==> src/rtl/hog_pkg.sv <==
// ---------------------------------------------------------------------------
// hog_pkg
// Shared constants and types for the HOG feature pipeline.
//   PIX_W     : input pixel width
//   MAG_I/F   : integer / fraction bits of a weighted-magnitude bin value
//   TAN_W     : width of the gradient-angle comparison operands
//   NUM_BINS  : orientation bins per pixel / per cell (0..160 deg, step 20)
//   CELL_PIX  : pixels per cell (power of two, >= 2)
//   CNT_W     : log2(CELL_PIX), width of the in-cell pixel counter
//   ACC_W     : exact width of a cell-level bin sum (cannot overflow)
// ---------------------------------------------------------------------------
package hog_pkg;

  localparam int PIX_W    = 8;
  localparam int MAG_I    = 9;
  localparam int MAG_F    = 16;
  localparam int TAN_W    = 19;
  localparam int NUM_BINS = 9;
  localparam int CELL_PIX = 64;

  localparam int BIN_W    = MAG_I + MAG_F;
  localparam int CNT_W    = $clog2(CELL_PIX);
  // Summing CELL_PIX values of BIN_W bits needs exactly CNT_W extra bits.
  localparam int ACC_W    = MAG_I + MAG_F + CNT_W;

  typedef logic [BIN_W-1:0] bin_t;
  typedef logic [ACC_W-1:0] acc_t;

endpackage

==> src/rtl/hist_acc_lane.sv <==
// ---------------------------------------------------------------------------
// hist_acc_lane
// One orientation-bin accumulator of the cell histogram. Sums the bin value
// of every accepted pixel; on the last pixel of a cell the final sum
// (including that pixel) is copied to the output register and the running
// sum restarts from zero.
// Ports:
//   clk     : clock
//   rst     : asynchronous active-low reset
//   accept  : a pixel is taken this cycle
//   last    : the accepted pixel is the final one of the cell
//   bin     : unsigned fixed-point bin contribution of the pixel
//   hist    : completed cell sum for this bin (holds until next load)
// ---------------------------------------------------------------------------
module hist_acc_lane #(
  parameter int BIN_W = 25,
  parameter int ACC_W = 31
) (
  input  logic             clk,
  input  logic             rst,
  input  logic             accept,
  input  logic             last,
  input  logic [BIN_W-1:0] bin,
  output logic [ACC_W-1:0] hist
);

  logic [ACC_W-1:0] acc_reg;
  logic [ACC_W-1:0] hist_reg;
  logic [ACC_W-1:0] sum;

  // Zero-extend the incoming bin; ACC_W is wide enough that this never wraps.
  assign sum = acc_reg + {{(ACC_W-BIN_W){1'b0}}, bin};

  always_ff @(posedge clk or negedge rst) begin
    if (!rst) begin
      acc_reg  <= '0;
      hist_reg <= '0;
    end else if (accept) begin
      if (last) begin
        // Last pixel lands in the output, never in the next cell.
        hist_reg <= sum;
        acc_reg  <= '0;
      end else begin
        acc_reg  <= sum;
      end
    end
  end

  assign hist = hist_reg;

endmodule

==> src/rtl/cell_hist_acc.sv <==
// ---------------------------------------------------------------------------
// cell_hist_acc
// Accumulates the nine per-pixel bin contributions of CELL_PIX consecutive
// pixels into one cell histogram and presents it on a valid/ready output
// through a single-entry buffer, so the next cell accumulates while the
// previous histogram drains.
// Optional feature macro: CELL_IDX_EN -- adds the cell_idx output, a
// modulo-NUM_CELLS label of the histogram currently held in hist.
// Ports:
//   clk        : clock
//   rst        : asynchronous active-low reset
//   in_valid   : bin inputs carry a valid pixel
//   in_ready   : block accepts a pixel this cycle (independent of in_valid)
//   bin0..bin160 : unsigned fixed-point bin contributions of the pixel
//   out_valid  : hist holds a completed cell
//   out_ready  : downstream takes hist
//   hist       : packed histogram, bin0 in the LSBs, bin160 in the MSBs
//   cell_idx   : index of the cell in hist (CELL_IDX_EN only)
// ---------------------------------------------------------------------------
module cell_hist_acc
  import hog_pkg::*;
#(
  parameter int MAG_I     = hog_pkg::MAG_I,
  parameter int MAG_F     = hog_pkg::MAG_F,
  parameter int CELL_PIX  = hog_pkg::CELL_PIX,
  parameter int CNT_W     = $clog2(CELL_PIX),
  parameter int ACC_W     = MAG_I + MAG_F + CNT_W
`ifdef CELL_IDX_EN
  ,
  parameter int NUM_CELLS = 1200,
  parameter int IDX_W     = 11
`endif
) (
  input  logic                      clk,
  input  logic                      rst,
  input  logic                      in_valid,
  output logic                      in_ready,
  input  logic [MAG_I+MAG_F-1:0]    bin0,
  input  logic [MAG_I+MAG_F-1:0]    bin20,
  input  logic [MAG_I+MAG_F-1:0]    bin40,
  input  logic [MAG_I+MAG_F-1:0]    bin60,
  input  logic [MAG_I+MAG_F-1:0]    bin80,
  input  logic [MAG_I+MAG_F-1:0]    bin100,
  input  logic [MAG_I+MAG_F-1:0]    bin120,
  input  logic [MAG_I+MAG_F-1:0]    bin140,
  input  logic [MAG_I+MAG_F-1:0]    bin160,
  output logic                      out_valid,
  input  logic                      out_ready,
  output logic [NUM_BINS*ACC_W-1:0] hist
`ifdef CELL_IDX_EN
  ,
  output logic [IDX_W-1:0]          cell_idx
`endif
);

  localparam int IN_W = MAG_I + MAG_F;

  logic [CNT_W-1:0] pix_cnt_reg;
  logic             out_valid_reg;
  logic             last_pix;
  logic             accept;
  logic             accept_last;
  logic             drain;

  logic [IN_W-1:0]  bin_arr  [NUM_BINS];
  logic [ACC_W-1:0] lane_out [NUM_BINS];

  assign bin_arr[0] = bin0;
  assign bin_arr[1] = bin20;
  assign bin_arr[2] = bin40;
  assign bin_arr[3] = bin60;
  assign bin_arr[4] = bin80;
  assign bin_arr[5] = bin100;
  assign bin_arr[6] = bin120;
  assign bin_arr[7] = bin140;
  assign bin_arr[8] = bin160;

  // -------------------------------------------------------------------------
  // Handshake. Only the last pixel of a cell needs the output buffer, so
  // stall only when that pixel is next and the buffer is full and not
  // draining this cycle. Non-last pixels always go in.
  // -------------------------------------------------------------------------
  assign last_pix    = (pix_cnt_reg == CNT_W'(CELL_PIX - 1));
  assign drain       = out_valid_reg && out_ready;
  assign in_ready    = !(last_pix && out_valid_reg && !out_ready);
  assign accept      = in_valid && in_ready;
  assign accept_last = accept && last_pix;

  // Pixel counter wraps naturally at CELL_PIX (power of two).
  always_ff @(posedge clk or negedge rst) begin
    if (!rst) begin
      pix_cnt_reg <= '0;
    end else if (accept) begin
      pix_cnt_reg <= pix_cnt_reg + CNT_W'(1);
    end
  end

  // A new histogram load keeps out_valid high even when the old one retires
  // in the same cycle, giving back-to-back output without a bubble.
  always_ff @(posedge clk or negedge rst) begin
    if (!rst) begin
      out_valid_reg <= 1'b0;
    end else if (accept_last) begin
      out_valid_reg <= 1'b1;
    end else if (drain) begin
      out_valid_reg <= 1'b0;
    end
  end

  assign out_valid = out_valid_reg;

  // -------------------------------------------------------------------------
  // Nine bin lanes
  // -------------------------------------------------------------------------
  generate
    for (genvar gi = 0; gi < NUM_BINS; gi++) begin : g_lane
      hist_acc_lane #(
        .BIN_W (IN_W),
        .ACC_W (ACC_W)
      ) u_lane (
        .clk    (clk),
        .rst    (rst),
        .accept (accept),
        .last   (last_pix),
        .bin    (bin_arr[gi]),
        .hist   (lane_out[gi])
      );
      assign hist[gi*ACC_W +: ACC_W] = lane_out[gi];
    end
  endgenerate

`ifdef CELL_IDX_EN
  // -------------------------------------------------------------------------
  // Cell index: advances on every retired histogram so that it always labels
  // whatever hist holds (or will hold next).
  // -------------------------------------------------------------------------
  logic [IDX_W-1:0] cell_idx_reg;

  always_ff @(posedge clk or negedge rst) begin
    if (!rst) begin
      cell_idx_reg <= '0;
    end else if (drain) begin
      if (cell_idx_reg == IDX_W'(NUM_CELLS - 1)) begin
        cell_idx_reg <= '0;
      end else begin
        cell_idx_reg <= cell_idx_reg + IDX_W'(1);
      end
    end
  end

  assign cell_idx = cell_idx_reg;
`endif

endmodule

==> config.mk <==
export PLATFORM = sky130hd
export DESIGN_NAME = cell_hist_acc
export DESIGN_NICKNAME = d
export VERILOG_FILES = /design/src/rtl/hog_pkg.sv /design/src/rtl/hist_acc_lane.sv /design/src/rtl/cell_hist_acc.sv
export SDC_FILE = /design/constraint.sdc
export NUM_CORES = 1
export LEC_CHECK = 0
export ABC_AREA = 1
export BUFFER_PORTS_ARGS = -buffer_cell sky130_fd_sc_hd__buf_2
export CAP_MARGIN = 10
export CORE_UTILIZATION = 30
export DETAILED_ROUTE_END_ITERATION = 8
export SETUP_SLACK_MARGIN = 0.02
export SKIP_LAST_GASP = 1
export SLEW_MARGIN = 5
export SYNTH_ARGS = -nofsm -noshare
export SYNTH_HDL_FRONTEND = slang
export SYNTH_SLANG_ARGS = --single-unit
==> constraint.sdc <==
create_clock -name clk -period 5.9 [get_ports clk]
set_clock_uncertainty 0.2 [all_clocks]
set_input_delay 1.18 -clock clk [delete_from_list [all_inputs] [get_ports clk]]
set_output_delay 1.18 -clock clk [all_outputs]
set_load 0.02 [all_outputs]
### After elaboration in Yosys (flattened, before gate mapping)

Index checks and enable logic that the tools add are counted.

| storage, ports and cells | value |
|---|---|
| bits in registers | 565 |
| bits of input ports | 229 |
| output and inout port bits | 281 |
| word-level logic and storage cells | 51 |

| operators by class | value |
|---|---|
| add/sub/neg operators | 10 |
| equality and inequality tests | 1 |
| muxes and demuxes | 11 |
| reduce and logical (&&, ||, !) cells | 9 |

Operators with widths:

| cell | number |
|---|---|
| $add A31 B25 Y31 | 9 |
| $mux W31 | 9 |
| $add A6 B1 Y6 const B | 1 |
| $eq A6 B6 Y1 const B | 1 |
| $logic_and A1 B1 Y1 | 5 |
| $logic_not A1 Y1 | 2 |
| $mux W1 | 2 |
| $reduce_and A2 Y1 | 1 |
| $reduce_bool A2 Y1 | 1 |

### Longest topological paths before layout

Gate-level depths: netlist of run 1.

| depth | value |
|---|---|
| depth after elaboration | 7 |
| depth in mapped cells | 15 |
| mapped depth without buffers | 12 |

### By module

From an unflattened synthesis of run 1, not the netlist that was laid out.

| second synthesis, totals | value |
|---|---|
| cells, all modules | 6140 |
| area total of the unflattened synthesis | 39798.2 um^2 |

By module, submodules not included:

| module | instances | cells an instance | area an instance (um^2) | sequential area each (um^2) |
|---|---|---|---|---|
| hist_acc_lane (g_lane[4].u_lane ...) | 5 | 675 | 4361.7 | 1551.5 |
| hist_acc_lane (g_lane[0].u_lane ...) | 4 | 678 | 4391.7 | 1551.5 |
| cell_hist_acc | 1 | 53 | 422.9 | 175.2 |

### Least setup slack after synthesis of run 1

No wires, ideal clock.

| timing path | value |
|---|---|
| path type | input to register |
| from | input port bin20[0] |
| to | register g_lane[1].u_lane.acc_reg[28] |
| library setup time | 0.118 ns |
| data arrival time | 2.579 ns |
| data required time | 5.582 ns |
| setup slack | 3.004 ns |
| cell stages on the path | 10 |
| buffers on the path | 0 |
| cells stage by stage | ha_1 fa_1 nand3_1 nand3_1 nand3_1 nand3_1 nand2_1 nand3_1 nand3_1 nand2_1 |

| between the ends | value |
|---|---|
| word-level cells in the longest chain between the ends | 2 |

RTL lines:

| item | RTL line | source |
|---|---|---|
| from (decl) | cell_hist_acc.sv:39 | `input logic [MAG_I+MAG_F-1:0] bin20,` |
| $add A31 B25 Y31 | hist_acc_lane.sv:32 | `assign sum = acc_reg + {{(ACC_W-BIN_W){1'b0}}, bin};` |
| $mux W31 | hist_acc_lane.sv:39 | `if (last) begin` |
| to (signal assigned) | hist_acc_lane.sv:44 | `acc_reg <= sum;` |
| to (decl) | hist_acc_lane.sv:27 | `logic [ACC_W-1:0] acc_reg;` |

Every way passes these cells.
A chain may end at the register's enable or synchronous reset.

### Worst setup path in the final report of run 1

| timing path | value |
|---|---|
| from | register pix_cnt_reg[0] |
| to | register g_lane[8].u_lane.hist_reg[29] |

| between the ends | value |
|---|---|
| word-level cells in the longest chain between the ends | 6 |

RTL lines:

| item | RTL line | source |
|---|---|---|
| from (decl) | cell_hist_acc.sv:58 | `logic [CNT_W-1:0] pix_cnt_reg;` |
| from (signal assigned) | cell_hist_acc.sv:94 | `pix_cnt_reg <= pix_cnt_reg + CNT_W'(1);` |
| $eq A6 B6 Y1 (*) | cell_hist_acc.sv:83 | `assign last_pix = (pix_cnt_reg == CNT_W'(CELL_PIX - 1));` |
| $logic_and A1 B1 Y1 (2 in series) | cell_hist_acc.sv:85 | `assign in_ready = !(last_pix && out_valid_reg && !out_ready);` |
| $logic_not A1 Y1 | cell_hist_acc.sv:85 |  |
| $logic_and A1 B1 Y1 | cell_hist_acc.sv:86 | `assign accept = in_valid && in_ready;` |
| $reduce_and A2 Y1 (no line) (*) | n/a |  |
| to (signal assigned) | hist_acc_lane.sv:41 | `hist_reg <= sum;` |
| to (decl) | hist_acc_lane.sv:28 | `logic [ACC_W-1:0] hist_reg;` |

Every way passes the cells marked *; elsewhere a longest branch is shown, timed or not.

==> key figures, run 1 <==
Outcome
  – Outcome: completed

Timing
  – Worst-margin pin slew: 1.24 ns
  – Slew Limit Fails: 0
  – Worst Setup Slack, final: ~2.4 ns
  – Crit path time final: about 3.5 ns
  – Unrepaired setup endpoints after global routing: false
  – Highest clock rate: 0.287 GHz
  – Final Hold Vio Count: 0
  – Rel. slew slack: 0.170
  – Final setup fails: 0
  – Hold slack: between 0.2 and 0.3 ns
  – Setup TNS: 0 ns
  – Crit share post-route: 0.591

Floorplan
  – I/O Pins: a little over 500
  – Die ar.: between 100000 and 150000 µm²
  – Height of the die: 366 µm
  – Number of core rows: between 100 and 150
  – Core area: between 100000 and 150000 µm²
  – DIE WIDTH: 366 µm
  – Effective utilization at floorplan: 0.303

Critical path
  – R2R cell count: 13
  – Startpoint class of the critical path: flop
  – CP cell instances: ha_1, inv_1, nor2_2, nand3_1, inv_2, nand3_2, nand2_8, inv_2, nand2_8, inv_8, buf_4, nand3_1, nand2_1
  – Worst path slowest cell: inv_8
  – R2r setup slk: around 2.4 ns
  – Critical path's top delay family: buffers and inverters
  – CP Max Fanout: 95
  – FF-to-FF Start: pix_cnt_reg[0]$_DFFE_PN0N_
  – Critical path class: flop to flop
  – R2R Path End: g_lane[8].u_lane.hist[29]$_DFFE_PN0P_
  – CP endpoint kind: flop
  – Critical Path RT: approximately 6.3 ns
  – Buf/Inv on CP: 5
  – Crit path largest cell delay: 0.58 ns
  – WP data arrival: 3.87 ns

Placed design
  – Post-DP Area: ~44000 µm²
  – DP Wirelength: 111000 µm
  – Placer congestion estimate: between 0.9 and 1
  – Placed Instances: 8264
  – Port bufs: between 500 and 600
  – Post-Place Setup Slack: slightly above 2 ns

Drt
  – Post-Route WL: approximately 140000 µm
  – Met2 WL: 64600 µm
  – WL met3: around 8200 µm
  – Drt first-iter violations: 2643
  – Routed length on met1: between 60000 and 70000 µm
  – DR top layer: met5
  – Routed wire per std cell: 16.9 µm
  – Routed via count: just under 40000
  – # DRC: 0
  – Drt first pass iters: 8
  – Avg Vias per Cell: between 4 and 5
  – Remaining antenna violation count after routing: 0

Hold path
  – Startpoint of the worst hold path: g_lane[0].u_lane.hist[30]$_DFFE_PN0P_
  – Worst hold path class: flop to flop
  – WHS Endpoint: g_lane[0].u_lane.hist[30]$_DFFE_PN0P_
  – Worst hold path cell count: 2

Global route
  – Vias in the first global route: ~38000
  – Initial antenna violation count: 12
  – First-pass GRT wire length: around 220000 µm
  – Largest net degree at the start of global routing: 173
  – Total grt overflow: 0
  – Total Routing Usage GR: 0.209

Final layout
  – Most frequent cells in the layout: nand2_1 (2772), inv_1 (904), dfrtp_1 (565), nand3_1 (513), buf_2 (508)
  – Most common cell after layout, fill and taps aside: nand2_1
  – Final Core Density: 0.356
  – Area of the multi-input gates: 21600 µm²
  – Fin nets: 7049
  – Layout area overhead: 17.5%
  – Fillers: 14385
  – Layout cell share with drive strength beyond 1: 0.109
  – Fin cells: 8402
  – Fin area: 46800 µm²
  – FF+latch area: 14100 µm²

Logic synthesis
  – Post-Syn Area per Cell: approximately 6.5 µm²
  – Area share of the largest cell type after synthesis: 0.355
  – Ys Warns: 0
  – Cell taking the most area after synthesis: dfrtp_1
  – Synth unique cells: 28
  – Synthesized area: 39800 µm²
  – Mapped Nets: 6567
  – Seq/Total Area, Yosys: 0.355
  – Ranking of synthesized cells by area: dfrtp_1 (36%), nand2_1 (26%), inv_1 (8.5%), ha_1 (7.1%), nand3_1 (6.5%)
  – Gate Count Post-Synth: 6103
  – Synth Register Bits: 565

Clock network
  – Clk_lat worst skew: 0.68 ns
  – Worst-path clk slew: 0.05 ns
  – Clk sinks: between 500 and 600
  – Post-CTS Resized: 0
  – CTS tree: built
  – Hold-fix buffers, CTS: 0
  – Root Driver: clkbuf_16
  – Post-CTS Repair Setup Buffers: 0
  – Num CTS Buffers: 74
  – # H-tree levels: 3
  – CTS Buffer Depth: 3

Power and ir drop
  – Leak: 27.7 nW
  – Combinational share of power: 0.530
  – Switching power: between 10 and 15 mW
  – Int Power: around 12 mW
  – Clock power share: 0.214
  – Peak supply drop: roughly 230 µV
  – Switching share of power: 0.478
  – PwrDens: a little under 500 nW/µm²
  – Total power: 22.8 mW
  – Flop pwr share: 0.256

Job
  – # Max-Cap Violations: 0
-- metal layers --
| layer | up-vias | GRT usage |
|---|---|---|
| met5 | - | 0 |
| met4 | 12 | 0.0558 |
| met3 | 163 | 0.0419 |
| met2 | 839 | 0.340 |
| met1 | 17963 | 0.279 |
| li1 | 19817 | - |
-- logic make-up (layout without fill, tap and decap cells) --
logic type,after synthesis,after routing,synth area share
simple gates,3786,3786,0.391
buf+inv,1030,1569,0.103
flops,565,565,0.355
compound gates,357,357,0.0463
fa+ha+maj,235,235,0.0756
xor+xnor,130,130,0.0286
other cells,0,5,0
-- layout make-up --
class / instances / area share
flip-flops and latches: 565 / 0.302
multi-input cells: 4508 / 0.462
inverters: 908 / 0.0732
repair buffers: 528 / 0.0602
well taps: 1755 / 0.0470
clock buffers: 99 / 0.0451
clock inverters: 34 / 0.0102
diodes: 5 / 0.000268
-- cells in the mapped netlist --
master / n
a21boi_0: 9
a21oi_1: 153
a22o_1: 1
and2_1: 16
buf_1: 7
buf_2: 43
buf_4: 22
buf_6: 13
clkbuf_1: 37
dfrtp_1: 565
fa_1: 9
ha_1: 226
inv_1: 904
inv_2: 4
nand2_1: 2773
nand2_2: 2
nand3_1: 513
nand3_2: 59
nand3b_1: 42
nand4_1: 29
nor2_1: 306
nor2_2: 1
nor3_1: 36
o21ai_0: 183
o21bai_1: 11
or2_2: 9
xnor2_1: 68
xor2_1: 62
-- worst max path at each step --
stage                                           from                                       end  slack, ns  cells past startpoint
final                     pix_cnt_reg[0]$_DFFE_PN0N_     g_lane[8].u_lane.hist[29]$_DFFE_PN0P_       2.42                     13
after global placement                     out_ready     g_lane[8].u_lane.hist[26]$_DFFE_PN0P_       2.07                     10
after global routing      pix_cnt_reg[0]$_DFFE_PN0N_     g_lane[8].u_lane.hist[18]$_DFFE_PN0P_       2.14                     13
after CTS                 pix_cnt_reg[0]$_DFFE_PN0N_     g_lane[8].u_lane.hist[18]$_DFFE_PN0P_       2.33                     13
after detailed placement                   out_ready     g_lane[8].u_lane.hist[29]$_DFFE_PN0P_       2.05                     10
after floorplan                             bin20[0]  g_lane[1].u_lane.acc_reg[28]$_DFFE_PN0N_       3.00                     10
-- tightest hold or removal path, delay by kind of cell, from the launching register on --
kind	cells	cell delay (ns)
flip-flops	1	0.33
AND/OR/NAND/NOR	2	0.11
-- power groups by stage --
stage	registers (mW)	clock network [mW]	logic [mW]
after floorplan	5.91	0	8.41
after global placement	5.88	0	12.0
after global routing	6.00	5.17	13.7
final	5.86	4.88	12.1
after CTS	5.85	5.03	12.1
after detailed placement	5.89	0	12.1
No activity file was read; power rests on OpenSTA's default activity.
==> inputs of run 2 (changes only) <==
==> constraint.sdc (replaced) <==
create_clock -name clk -period 3.4 [get_ports clk]
set_clock_uncertainty 0.2 [all_clocks]
set_input_delay 0.68 -clock clk [delete_from_list [all_inputs] [get_ports clk]]
set_output_delay 0.68 -clock clk [all_outputs]
set_load 0.02 [all_outputs]
==> key figures, run 2 (synthesis results as in run 1) <==
Power and ir drop
  – Switching share of power: 0.475 (-0.00286)
  – Combinational share of power: 0.527 (-0.003)
  – Flop pwr share: 0.255 (about the same)
  – PwrDens: 844 nW/µm² (+73%)
  – Leak: 27.9 nW (+0.85%)
  – Total power: 39.9 mW (+75%)
  – Peak supply drop: 467 µV (+100%)
  – Switching power: 19.0 mW (+74%)
  – Clock power share: 0.218 (+0.004)
  – Int Power: 20.9 mW (+76%)

Clock network
  – Worst-path clk slew: 0.06 ns (about the same)
  – Hold-fix buffers, CTS: 1 (+1)
  – CTS Buffer Depth: 3 (unchanged)
  – Clk sinks: 565 (unchanged)
  – Clk_lat worst skew: 0.67 ns (about the same)
  – Root Driver: clkbuf_16
  – Post-CTS Repair Setup Buffers: 0 (unchanged)
  – CTS tree: built
  – Num CTS Buffers: 74 (unchanged)
  – Post-CTS Resized: 0 (unchanged)
  – # H-tree levels: 3 (unchanged)

Drt
  – Post-Route WL: 143000 µm (+0.71%)
  – Routed via count: 38926 (+0.34%)
  – Drt first pass iters: 5 (-3)
  – # DRC: 0 (unchanged)
  – Routed wire per std cell: 16.9 µm (+0.36%)
  – Drt first-iter violations: 2503 (-5.3%)
  – Avg Vias per Cell: 4.62 (about the same)
  – Remaining antenna violation count after routing: 0 (unchanged)

Final layout
  – Most frequent cells in the layout: nand2_1 (2772), inv_1 (904), dfrtp_1 (565), nand3_1 (513), buf_2 (508)
  – Most common cell after layout, fill and taps aside: nand2_1
  – Final Core Density: 0.359 (+0.00372)
  – Area of the multi-input gates: 21600 µm² (unchanged)
  – FF+latch area: 14100 µm² (unchanged)
  – Fillers: 14353 (-0.22%)
  – Layout cell share with drive strength beyond 1: 0.113 (+0.00384)
  – Layout area overhead: 18.7%
  – Fin nets: 7081 (+0.45%)

Critical path
  – CP Launch Point: pix_cnt_reg[0]$_DFFE_PN0N_
  – CP endpoint kind: output pin
  – FF-to-FF Start: pix_cnt_reg[0]$_DFFE_PN0N_
  – Worst path slowest cell: dfrtp_1
  – CP Max Fanout: 3 (-97%)
  – Critical Path RT: 2.52 ns (-3.77 ns)
  – R2R cell count: 12 (-1)
  – Crit path largest cell delay: 0.40 ns (-0.18 ns)
  – CP cell instances: ha_1, inv_1, nor2_2, nand3_1, inv_2, nand3_2, buf_2
  – Critical path class: flop to output pin
  – WP data arrival: 2.04 ns (-1.83 ns)
  – R2r setup slk: 0.68 ns (-1.74 ns)
  – Setup crit end: in_ready
  – Startpoint class of the critical path: flop
  – R2R Path End: g_lane[4].u_lane.hist[10]$_DFFE_PN0P_

Floorplan
  – Height of the die: 366 µm (unchanged)
  – Effective utilization at floorplan: 0.303 (unchanged)
  – Number of core rows: 133 (unchanged)
  – Die ar.: 134000 µm² (unchanged)
  – Core area: 131000 µm² (unchanged)
  – I/O Pins: 510 (unchanged)
  – DIE WIDTH: 366 µm (unchanged)

Timing
  – Worst-margin pin slew: 1.17 ns (-0.0738 ns)
  – Unrepaired setup endpoints after global routing: false
  – Highest clock rate: ~0.34 GHz
  – Final setup fails: 0 (unchanged)
  – Final Hold Vio Count: 0 (unchanged)
  – Crit share post-route: 0.859
  – Crit path time final: around 2.9 ns
  – Slew Limit Fails: 0 (unchanged)
  – Rel. slew slack: 0.219 (+0.0492)
  – Setup TNS: 0 ns (unchanged)

Global route
  – Initial antenna violation count: 25 (+13)
  – Largest net degree at the start of global routing: 161 (-6.9%)
  – First-pass GRT wire length: 220000 µm (about the same)
  – Total grt overflow: 0 (unchanged)
  – Vias in the first global route: 37826 (+0.011%)
  – Total Routing Usage GR: 0.210 (+0.00122)

Hold path
  – Worst hold path class: input pin to flop

Job
  – # Max-Cap Violations: 0 (unchanged)

Placed design
  – Port bufs: 509 (unchanged)
  – DP Wirelength: 112000 µm (+1.3%)
  – Placer congestion estimate: 0.951 (+2.1%)

Outcome
  – Outcome: completed
==> run 2: cell types whose count changed in the layout (fill, tap and decap cells not counted), sizes merged <==
cell / delta
clkinvlp: +2
inv: -1
dlygate4sd3: +1
clkbuf: +6
buf: +31
clkinv: -8
diode: -2
==> run 2: worst min-delay path by stage <==
stage,from,endpoint,slack (ns),depth (start not counted)
CTS,out_ready,out_valid$_DFFE_PN0P_,0.02,4
finish,out_ready,out_valid$_DFFE_PN0P_,0.08,4
global route,out_ready,out_valid$_DFFE_PN0P_,0.09,4
detailed placement,g_lane[0].u_lane.hist[12]$_DFFE_PN0P_,g_lane[0].u_lane.hist[12]$_DFFE_PN0P_,0.26,2
global placement,g_lane[4].u_lane.hist[30]$_DFFE_PN0P_,g_lane[4].u_lane.hist[30]$_DFFE_PN0P_,0.26,2
floorplan,rst,g_lane[0].u_lane.acc_reg[0]$_DFFE_PN0N_,0.18,0
==> run 2: area by class of cell <==
class                      count  share of cell area
tap                         1755              0.0465
sequential                   565               0.299
timing repair buffer         560              0.0684
inverter                     908              0.0724
antenna                        3            0.000159
multi-input combinational   4508               0.457
clock buffer                 105              0.0471
clock inverter                27             0.00919
==> run 2: through the flow <==
step	hold WS (ns)	setup slack [ns]	cell area [µm²]	cells
final	0.0816	0.481	47200	8431
after global routing	0.0945	0.336	47200	8429
after CTS	0.0173	0.413	47200	8428
after detailed placement	0.260	0.499	44600	8295
after global placement	0.258	0.515	44600	8295
after floorplan	0.184	1.00	39800	6103
==> run 2: routing by layer <==
layer	global-route usage	wire, µm	share of wire	vias to the layer above
li1	-	-	-	19868
met1	0.272	64100	0.45	17847
met2	0.338	64000	0.45	936
met3	0.0573	10300	0.072	243
met4	0.0644	4350	0.030	32
met5	0	200	0.0014	-
==> run 2: critical path: cells and delay by family (launching register included) <==
| family | cells | cell delay [ns] |
|---|---|---|
| adder cells (fa/ha/maj) | 1 | 0.16 |
| buffers and inverters | 3 | 0.41 |
| flip-flops | 1 | 0.40 |
| AND/OR/NAND/NOR | 3 | 0.40 |
==> run 2: power by group through the flow <==
stage / Combinational, mW / Sequential [mW] / Clock [mW]
finish: 21.0 / 10.2 / 8.70
global route: 23.8 / 10.4 / 9.15
CTS: 21.0 / 10.2 / 8.92
detailed placement: 20.9 / 10.2 / 0
global placement: 20.8 / 10.2 / 0
floorplan: 14.6 / 10.3 / 0
